### src/rtl/pm_sorter_pipe_pkg.sv
// rtl/pm_sorter_pipe_pkg.sv - shared constants and width helpers for the path-metric sorter
// Purpose: default PM width and list size, the all-ones PM sentinel, and the
// index / active-count width helpers used by pm_sorter_pipe and pm_rank_unit.
package pm_sorter_pipe_pkg;

  localparam int PM_WIDTH_DEF = 8;
  localparam int L_DEF        = 4;

  // Sentinel written into empty output slots, at the default PM width.
  localparam logic [PM_WIDTH_DEF-1:0] PM_MAX_DEF = '1;

  // Width of a candidate index for a list of size l (2*l candidates).
  function automatic int idx_width(input int l);
    return $clog2(2 * l);
  endfunction

  // Width of the active-path count, which must be able to hold l itself.
  function automatic int na_width(input int l);
    return $clog2(l) + 1;
  endfunction

endpackage

### src/rtl/pm_rank_unit.sv
// rtl/pm_rank_unit.sv - combinational rank of one candidate PM among all eligible candidates
// Purpose: rank of candidate CIDX = number of eligible candidates strictly smaller,
// plus number of eligible lower-indexed candidates with an equal PM. Ties
// therefore resolve to the lower index and ranks are unique across eligibles.
// Ports:
//   i_pm_all  all N candidate PMs, candidate j in [j*PM_WIDTH +: PM_WIDTH]
//   i_elig    eligibility flag per candidate
//   o_rank    rank of candidate CIDX (meaningful only when it is itself eligible)
module pm_rank_unit
  import pm_sorter_pipe_pkg::*;
#(
  parameter int PM_WIDTH = PM_WIDTH_DEF,
  parameter int N        = 2 * L_DEF,
  parameter int IDX_W    = $clog2(N),
  parameter int CIDX     = 0
) (
  input  logic [PM_WIDTH*N-1:0] i_pm_all,
  input  logic [N-1:0]          i_elig,
  output logic [IDX_W:0]        o_rank
);

  logic [PM_WIDTH-1:0] w_pm_self;

  assign w_pm_self = i_pm_all[CIDX*PM_WIDTH +: PM_WIDTH];

  always_comb begin
    o_rank = '0;
    for (int j = 0; j < N; j++) begin
      if (i_elig[j]) begin
        if ((i_pm_all[j*PM_WIDTH +: PM_WIDTH] < w_pm_self) ||
            ((j < CIDX) && (i_pm_all[j*PM_WIDTH +: PM_WIDTH] == w_pm_self))) begin
          o_rank = o_rank + (IDX_W+1)'(1);
        end
      end
    end
  end

endmodule

### src/rtl/pm_sorter_pipe.sv
// rtl/pm_sorter_pipe.sv - two-stage elastic sorter returning the L smallest of 2L path metrics
// Purpose: stage 1 ranks every eligible candidate, stage 2 scatters candidates
// into output slots by rank. Valid/ready flow control, active-path clamp and
// synchronous flush.
// Ports:
//   clk, rst_n   clock (rising edge), asynchronous active-low reset
//   flush        synchronous clear of both stage valids; blocks input acceptance
//   in_valid     pm_in / n_active valid
//   in_ready     input accepted this cycle when in_valid is also high
//   pm_in        2L candidates, candidate c in [c*PM_WIDTH +: PM_WIDTH]
//   n_active     live parent paths (1..L); 0 or >L treated as L
//   out_valid    pm_out / idx_out / slot_mask valid
//   out_ready    downstream accepts
//   pm_out       L smallest PMs ascending, slot 0 smallest; empty slots all ones
//   idx_out      source candidate index per slot; empty slots 0
//   slot_mask    bit s set when slot s holds a real survivor
module pm_sorter_pipe
  import pm_sorter_pipe_pkg::*;
#(
  parameter int  PM_WIDTH = PM_WIDTH_DEF,
  parameter int  L        = L_DEF,
  localparam int IDX_W    = idx_width(L),
  localparam int NA_W     = na_width(L)
) (
  input  logic                    clk,
  input  logic                    rst_n,
  input  logic                    flush,
  input  logic                    in_valid,
  output logic                    in_ready,
  input  logic [PM_WIDTH*2*L-1:0] pm_in,
  input  logic [NA_W-1:0]         n_active,
  output logic                    out_valid,
  input  logic                    out_ready,
  output logic [PM_WIDTH*L-1:0]   pm_out,
  output logic [IDX_W*L-1:0]      idx_out,
  output logic [L-1:0]            slot_mask
);

  localparam int                  N      = 2 * L;
  localparam logic [PM_WIDTH-1:0] PM_MAX = '1;
  localparam logic [NA_W-1:0]     L_NA   = NA_W'(L);

  // Input side
  logic [NA_W-1:0] w_n_eff;
  logic [N-1:0]    w_elig;
  logic [IDX_W:0]  w_rank [N];

  // Flow control
  logic w_s1_load;
  logic w_s2_load;
  logic r_s1_valid;
  logic r_s2_valid;

  // Stage 1 registers
  logic [PM_WIDTH*N-1:0] r_s1_pm;
  logic [IDX_W:0]        r_s1_rank [N];
  logic [N-1:0]          r_s1_elig;

  // Stage 2 scatter result and registers
  logic [PM_WIDTH*L-1:0] w_s2_pm;
  logic [IDX_W*L-1:0]    w_s2_idx;
  logic [L-1:0]          w_s2_mask;
  logic [PM_WIDTH*L-1:0] r_pm_out;
  logic [IDX_W*L-1:0]    r_idx_out;
  logic [L-1:0]          r_slot_mask;

  // Illegal active counts fall back to a full list.
  assign w_n_eff = ((n_active == '0) || (n_active > L_NA)) ? L_NA : n_active;

  // Each live parent contributes two children, so candidates 0..2*n-1 are live.
  always_comb begin
    w_elig = '0;
    for (int c = 0; c < N; c++) begin
      w_elig[c] = (c < 2 * int'(w_n_eff));
    end
  end

  for (genvar c = 0; c < N; c++) begin : g_rank
    pm_rank_unit #(
      .PM_WIDTH (PM_WIDTH),
      .N        (N),
      .IDX_W    (IDX_W),
      .CIDX     (c)
    ) u_rank (
      .i_pm_all (pm_in),
      .i_elig   (w_elig),
      .o_rank   (w_rank[c])
    );
  end

  // Elastic two-stage handshake: stage 2 drains when the consumer takes its
  // word or it is empty; stage 1 accepts when it is empty or moving on.
  assign w_s2_load = r_s1_valid & (~r_s2_valid | out_ready);
  assign in_ready  = ~flush & (~r_s1_valid | w_s2_load);
  assign w_s1_load = in_valid & in_ready;

  always_ff @(posedge clk or negedge rst_n) begin
    if (!rst_n) begin
      r_s1_valid <= 1'b0;
      r_s2_valid <= 1'b0;
    end else if (flush) begin
      r_s1_valid <= 1'b0;
      r_s2_valid <= 1'b0;
    end else begin
      if (w_s1_load) begin
        r_s1_valid <= 1'b1;
      end else if (w_s2_load) begin
        r_s1_valid <= 1'b0;
      end
      if (w_s2_load) begin
        r_s2_valid <= 1'b1;
      end else if (out_ready) begin
        r_s2_valid <= 1'b0;
      end
    end
  end

  always_ff @(posedge clk or negedge rst_n) begin
    if (!rst_n) begin
      r_s1_pm   <= '0;
      r_s1_elig <= '0;
      for (int c = 0; c < N; c++) begin
        r_s1_rank[c] <= '0;
      end
    end else if (w_s1_load) begin
      r_s1_pm   <= pm_in;
      r_s1_elig <= w_elig;
      for (int c = 0; c < N; c++) begin
        r_s1_rank[c] <= w_rank[c];
      end
    end
  end

  // Ranks are unique among eligibles, so at most one candidate matches a slot.
  // A slot with no match is exactly a slot index >= 2*n_active.
  always_comb begin
    w_s2_pm   = {L{PM_MAX}};
    w_s2_idx  = '0;
    w_s2_mask = '0;
    for (int s = 0; s < L; s++) begin
      for (int c = 0; c < N; c++) begin
        if (r_s1_elig[c] && (r_s1_rank[c] == (IDX_W+1)'(s))) begin
          w_s2_pm[s*PM_WIDTH +: PM_WIDTH] = r_s1_pm[c*PM_WIDTH +: PM_WIDTH];
          w_s2_idx[s*IDX_W +: IDX_W]      = IDX_W'(c);
          w_s2_mask[s]                    = 1'b1;
        end
      end
    end
  end

  always_ff @(posedge clk or negedge rst_n) begin
    if (!rst_n) begin
      r_pm_out    <= '0;
      r_idx_out   <= '0;
      r_slot_mask <= '0;
    end else if (w_s2_load) begin
      r_pm_out    <= w_s2_pm;
      r_idx_out   <= w_s2_idx;
      r_slot_mask <= w_s2_mask;
    end
  end

  assign out_valid = r_s2_valid;
  assign pm_out    = r_pm_out;
  assign idx_out   = r_idx_out;
  assign slot_mask = r_slot_mask;

endmodule

### config.mk
export PLATFORM = sky130hd
export DESIGN_NAME = pm_sorter_pipe
export DESIGN_NICKNAME = d
export VERILOG_FILES = /design/src/rtl/pm_sorter_pipe_pkg.sv /design/src/rtl/pm_rank_unit.sv /design/src/rtl/pm_sorter_pipe.sv
export SDC_FILE = /design/constraint.sdc
export NUM_CORES = 1
export LEC_CHECK = 0
export BUFFER_PORTS_ARGS = -buffer_cell sky130_fd_sc_hd__buf_4
export CELL_PAD_IN_SITES_DETAIL_PLACEMENT = 1
export CELL_PAD_IN_SITES_GLOBAL_PLACEMENT = 1
export CORE_MARGIN = 2
export CORE_UTILIZATION = 47
export DETAILED_ROUTE_END_ITERATION = 16
export GPL_ROUTABILITY_DRIVEN = 0
export HOLD_SLACK_MARGIN = 0.08
export PLACE_DENSITY = 0.88
export SYNTH_ARGS = -nofsm -noshare
export SYNTH_HDL_FRONTEND = slang
export SYNTH_SLANG_ARGS = --single-unit
### constraint.sdc
create_clock -name clk -period 2.6 [get_ports clk]
set_input_delay 0.26 -clock clk [delete_from_list [all_inputs] [get_ports clk]]
set_output_delay 0.26 -clock clk [all_outputs]
set_load 0.005 [all_outputs]
==> results of run 1 <==
cells in the mapped netlist (all sizes together) (4+ instances only):
cell	n
nand3	30
nand2	285
a211oi	55
xnor2	34
and3	7
o21ai	232
xor2	30
o211ai	26
a21o	18
o211a	5
mux2	25
nand4	55
o21bai	4
buf	14
nor3b	6
nor3	35
o21a	13
inv	98
clkbuf	66
nor4	12
nor4b	6
or2	8
a21oi	162
and2	16
a21boi	4
or3	4
a211o	6
ha	270
nand4b	4
mux2i	110
xnor3	6
nand2b	23
o22ai	7
a31oi	6
nor2	158
nor4bb	4
nor2b	35
o31ai	4
dfrtp	150
cell families after synthesis:
| kind of cell | after synthesis | share of synthesized area |
|---|---|---|
| AND/OR/NAND/NOR | 700 | 0.199 |
| AO/OA/AOI/OAI | 566 | 0.203 |
| adder cells (fa/ha/maj) | 270 | 0.203 |
| buffers and inverters | 178 | 0.0407 |
| flip-flops | 150 | 0.226 |
| multiplexers | 135 | 0.0834 |
| XOR/XNOR | 71 | 0.0448 |
stage by stage:
step | utilization | TNS [ps]
after detailed placement | 0.624 | -80130
after global placement | 0.624 | -63620
after floorplan | - | -47340
==> results.yml, run 1 <==
die:
  fp.dieH_um: 192
  rows: 68
  die_w_um: 192
  io_pins: 122
  initial_core_util: 0.479
clocking:
  cts_root_buffer: "clkbuf_16"
  cts_setup_buffers: 97
  clock_sinks: 150
  cts_resized: 519
  htree_levels: 4
  clock_path_buffers: 2
  cts_inserted_buffers: 17
  cts_hold_buf: 2
synthesis:
  syn_nets: 2412
  ys_top_cells_by_area: "dfrtp_1 23%, ha_1 20%, o21ai_0 6.6%"
  ys_types: 85
  synth_edf_count: 0
  synth_cells: 2070
  ys_seq_elements: 150
  synth_area_um2: 16600
  synth_ff_type: "dfrtp_1"
  syn_area_per_cell_um2: 8.03
  seq_area_frac_synth: 0.226
  yosys.area.top_type: "dfrtp_1"
  yosysWarnings: 0
  yosysTopAreaCellShare: 0.226
  async_flop_share: 1.00
placed_design:
  placed_area_um2: 21700
  place_inst: 3024
  io_buffers: 121
  dp_hpwl_um: 70400
  post-place-ws_ps: -3020
run_status:
  firstError: "[ERROR DPL-0033] detailed placement checks failed during check placement."
  haltStage: "clock tree synthesis (4_1_cts)"
  status: "stopped before the end"
==> run 2, diff against run 1 <==
- CELL_PAD_IN_SITES_DETAIL_PLACEMENT: 1 -> unset
- CELL_PAD_IN_SITES_GLOBAL_PLACEMENT: 1 -> unset
- CORE_UTILIZATION: 47 -> 33
- HOLD_SLACK_MARGIN: 0.08 -> unset
- PLACE_DENSITY: 0.88 -> unset
- PLACE_DENSITY_LB_ADDON: unset -> 0.15
==> run 2 against run 1 <==
Against the previous run: the flow now finishes, with violations (setup timing); synthesized cell count did not move; synthesized area stayed put.
==> results.yml, run 2 <==
timing:
  slew_headroom: 0.481
  skew_ps: 8.79
  hold_viol_final: 0
  rsz0062_at_grt: "true"
  setup_violations: 36
  finalSetupTns_ps: -44240
  drv_slew: 0
  post-route-period-util: 1.75
  worst_slack_ps: -1940
  whs_ps: 66.8
  timing.fmax_mhz: 220
  worst_pin_slew_ps: 776
  layout_min_cycle_time_ps: 4540
die:
  fp.dieH_um: 228
  initial_core_util: 0.333
  core_area_um2: 50000
  die-area_um2: 52200
  die_w_um: 228
  io_pins: 122
  rows: 82
synthesis:
  syn_area_per_cell_um2: 8.03
  ys_top_cells_by_area: "dfrtp_1 23%, ha_1 20%, o21ai_0 6.6%"
  yosysWarnings: 0
  yosysMostFrequentCell: "nand2_1"
  seq_area_frac_synth: 0.226
  synth_edf_count: 0
  synth_area_um2: 16600
  ys_types: 85
  synth_cells: 2070
  syn_nets: 2412
  async_flop_share: 1.00
  synth_ff_type: "dfrtp_1"
  synthTopCellsByCount: "283 x nand2_1, 270 x ha_1, 220 x o21ai_0"
  yosysTopAreaCellShare: 0.226
  yosys.area.top_type: "dfrtp_1"
  ys_seq_elements: 150
clocking:
  clkTransAtPathRegs_ps: 60
  cts_tree: "done"
  clock_path_buffers: 2
  cts_inserted_buffers: 17
  cts_root_buffer: "clkbuf_16"
  htree_levels: 4
  clkLatencyLatePin_ps: 450
  clock_sinks: 150
layout:
  area_growth_syn_to_layout_pct: 53.5
  drive_gt1_frac: 0.389
  seqCellArea_um2: 3750
  largest_register_ffs: 64
  layout_common_cells: "584 x buf_4, 259 x nand2_1, 211 x ha_1"
  multiInputGateArea_um2: 14300
  regMostFlops: "r_s1_pm"
  nNetsFinal: 3036
  fillers: 4746
  mostFrequentLayoutCell: "buf_4"
  diodes: 0
power_and_ir_drop:
  total_power_w: 0.0186
  ir_worst_vdd_v: 0.000493
  p_leak_nw: 12.3
  powerDensity_nw_per_um2: 728
routing:
  dr.pass1.iters: 5
  wire_per_inst_um: 20.5
  routed_wl_um: 69200
  via_count: 17947
  vias_per_cell: 5.31
  ant_nets: 0
  remaining_drc_errors: 0
  drt-initial-drc-count: 1103
grt:
  grt_usage: 0.256
  top_usage_layer: "met2"
  grt_pass1_vias: 17644
  grt_max_degree: 100
  gr-usage-met2: 0.439
  met3_usage: 0.0248
  antenna_found_initial: 3
  use_met1: 0.330
  grt_pass1_wl_um: 103000
  overflow: 0
placed_design:
  io_buffers: 121
  dp_hpwl_um: 56100
worst_setup_path:
  worstSetupEndpointType: "flop"
  cp_max_fo: 3
  crit_path_start_kind: "input port"
  cp.required_ps: 2930
  path_class: "in2reg"
  crit_arrival_ps: 4870
min_path:
  hold_path_class: "in2reg"
run:
  drv_cap: 0
run_status:
  status: "finished with violations"
  violations: "setup timing"
[run 2: cell counts after synthesis]
Identical to the previous run, type by type.
[run 2: timing repair]
| action | CTS | global route |
|---|---|---|
| endpoints found under the hold margin | 51 | 0 |
| setup buffers | 42 | 63 |
| hold buffers | 2 | 0 |
| resized for setup | 166 | 348 |
| pin swaps | 97 | 226 |
| setup endpoints to repair | 61 | 63 |
[run 2: worst paths after layout]
path	depth (start not counted)	slack (ps)	to	startpoint
worst min-delay path	3	70	r_s1_valid$_DFFE_PN0P_	in_valid
max in group asynchronous	3	1570	r_s1_rank[31]$_DFFE_PN0P_	rst_n
worst max register to register	14	-90	pm_out[4]$_DFFE_PN0P_	r_s1_rank[27]$_DFFE_PN0P_
min in group asynchronous	2	330	pm_out[9]$_DFFE_PN0P_	rst_n
worst min register to register	2	480	idx_out[8]$_DFFE_PN0P_	idx_out[8]$_DFFE_PN0P_
worst max-delay path	26	-1940	r_s1_rank[10]$_DFFE_PN0P_	pm_in[1]
[run 2: kinds of logic (layout without fill, tap and decap cells)]
group	count (synthesis)	count (layout)	synth area share
adder cells (fa/ha/maj)	270	270	0.203
AND/OR/NAND/NOR	700	700	0.199
XOR/XNOR	71	71	0.0448
buffers and inverters	178	815	0.0407
AO/OA/AOI/OAI	566	566	0.203
multiplexers	135	135	0.0834
flip-flops	150	150	0.226
[run 2: metrics by stage]
step | util | worst slack (ps) | instances | instance area [µm²]
2_1_floorplan | - | -2180 | 2070 | 16900
5_1_grt | 0.511 | -2090 | 3379 | 25500
6_report | 0.511 | -1940 | 3379 | 25500
3_3_place_gp | 0.442 | -2460 | 3258 | 22100
4_1_cts | 0.477 | -1950 | 3333 | 23800
3_5_place_dp | 0.442 | -2570 | 3258 | 22100
[run 2: layout make-up]
class	count	share of cell area
inverter	98	0.0151
tap	672	0.0329
clock inverter	14	0.00730
multi-input combinational	1742	0.559
timing repair buffer	685	0.222
clock buffer	18	0.0172
sequential	150	0.147
[run 2: critical path: stages]
cell and delay [ps]:
buf_8 70, clkinvlp_4 100, buf_6 130, buf_8 120, ha_4 210, nor2b_4 120, o211ai_1 230, a21oi_2 110
a2111oi_4 250, a21oi_2 110, ha_1 310, nand2_2 90, inv_2 50, ha_4 210, mux2_4 270, ha_4 210
and3_4 130, a211o_1 270, ha_1 280, mux2_4 300, ha_4 210, mux2_4 290, ha_4 170, nand2_4 60
xnor2_2 60, mux2_4 250
[run 2: report_power, final]
group          internal, W  switching (W)
clock network      0.00156        0.00108
registers          0.00299       0.000704
logic              0.00639        0.00587
total               0.0109        0.00765
[run 2: metal layers]
layer,up-vias,part of all wire
li1,8767,-
met1,8632,0.44
met2,432,0.48
met3,114,0.036
met4,2,0.040
met5,-,0.00014
Note: power is estimated with default switching activity, not from simulation.
==> run 3, diff against run 2 <==
- CORE_UTILIZATION: 33 -> 55
==> run 3 against run 2 <==
Against the previous run: the run now fails in global routing (5_1_grt); synthesized cell count unchanged; synthesized area unchanged.
==> results.yml, run 3 <==
synthesis:
  yosysMostFrequentCell: "nand2_1"
  ys_top_cells_by_area: "dfrtp_1 23%, ha_1 20%, o21ai_0 6.6%"
  async_flop_share: 1.00
  yosysWarnings: 0
  synth_edf_count: 0
  ys_types: 85
  synth_ff_type: "dfrtp_1"
  seq_area_frac_synth: 0.226
  yosysTopAreaCellShare: 0.226
  synth_area_um2: 16600
  syn_area_per_cell_um2: 8.03
  ys_seq_elements: 150
  synth_cells: 2070
  syn_nets: 2412
  synthTopCellsByCount: "283 x nand2_1, 270 x ha_1, 220 x o21ai_0"
  yosys.area.top_type: "dfrtp_1"
clocking:
  clock_path_buffers: 2
  htree_levels: 4
  cts_inserted_buffers: 17
  cts_root_buffer: "clkbuf_16"
  clock_sinks: 150
timing:
  worstEpCategory: "register data pin"
  worst_endpoint: "r_s1_rank[7]$_DFFE_PN0P_/D"
die:
  initial_core_util: 0.560
  io_pins: 122
  rows: 63
  fp.dieH_um: 178
  die_w_um: 178
grt:
  grt_max_degree: 104
  grt_usage: 0.637
  overflow: 15
placed_design:
  io_buffers: 121
  place_inst: 2959
  placed_area_um2: 21600
  dp_hpwl_um: 50800
run_status:
  status: "stopped before the end"
  firstError: "[ERROR GRT-0232] Routing congestion too high. Check the congestion heatmap in the GUI."
  haltStage: "global routing (5_1_grt)"
-- run 3: through the flow --
stage / setup TNS (ps) / setup WS [ps] / util / hold WS [ps]
floorplan: -47340 / -2180 / - / -35.6
global placement: -62310 / -2450 / 0.727 / 107
detailed placement: -66560 / -2640 / 0.727 / 107
CTS: -47160 / -1900 / 0.793 / 87.9
-- run 3: cell families after synthesis --
group,Yosys count,synth area share
simple gates,700,0.199
compound gates,566,0.203
fa+ha+maj,270,0.203
buf+inv,178,0.0407
flops,150,0.226
mux,135,0.0834
xor+xnor,71,0.0448
-- run 3: timing repair --
action,4_1_cts
endpoints found under the hold margin,63
resized for setup,145
setup buffers,95
pin swaps,103
setup endpoints to repair,47
hold buffers,2
-- run 3: layer usage --
layer,track usage,overflow
met1,0.638,0
met2,0.838,11
met3,0.442,0
met4,0.614,4
met5,0.212,0
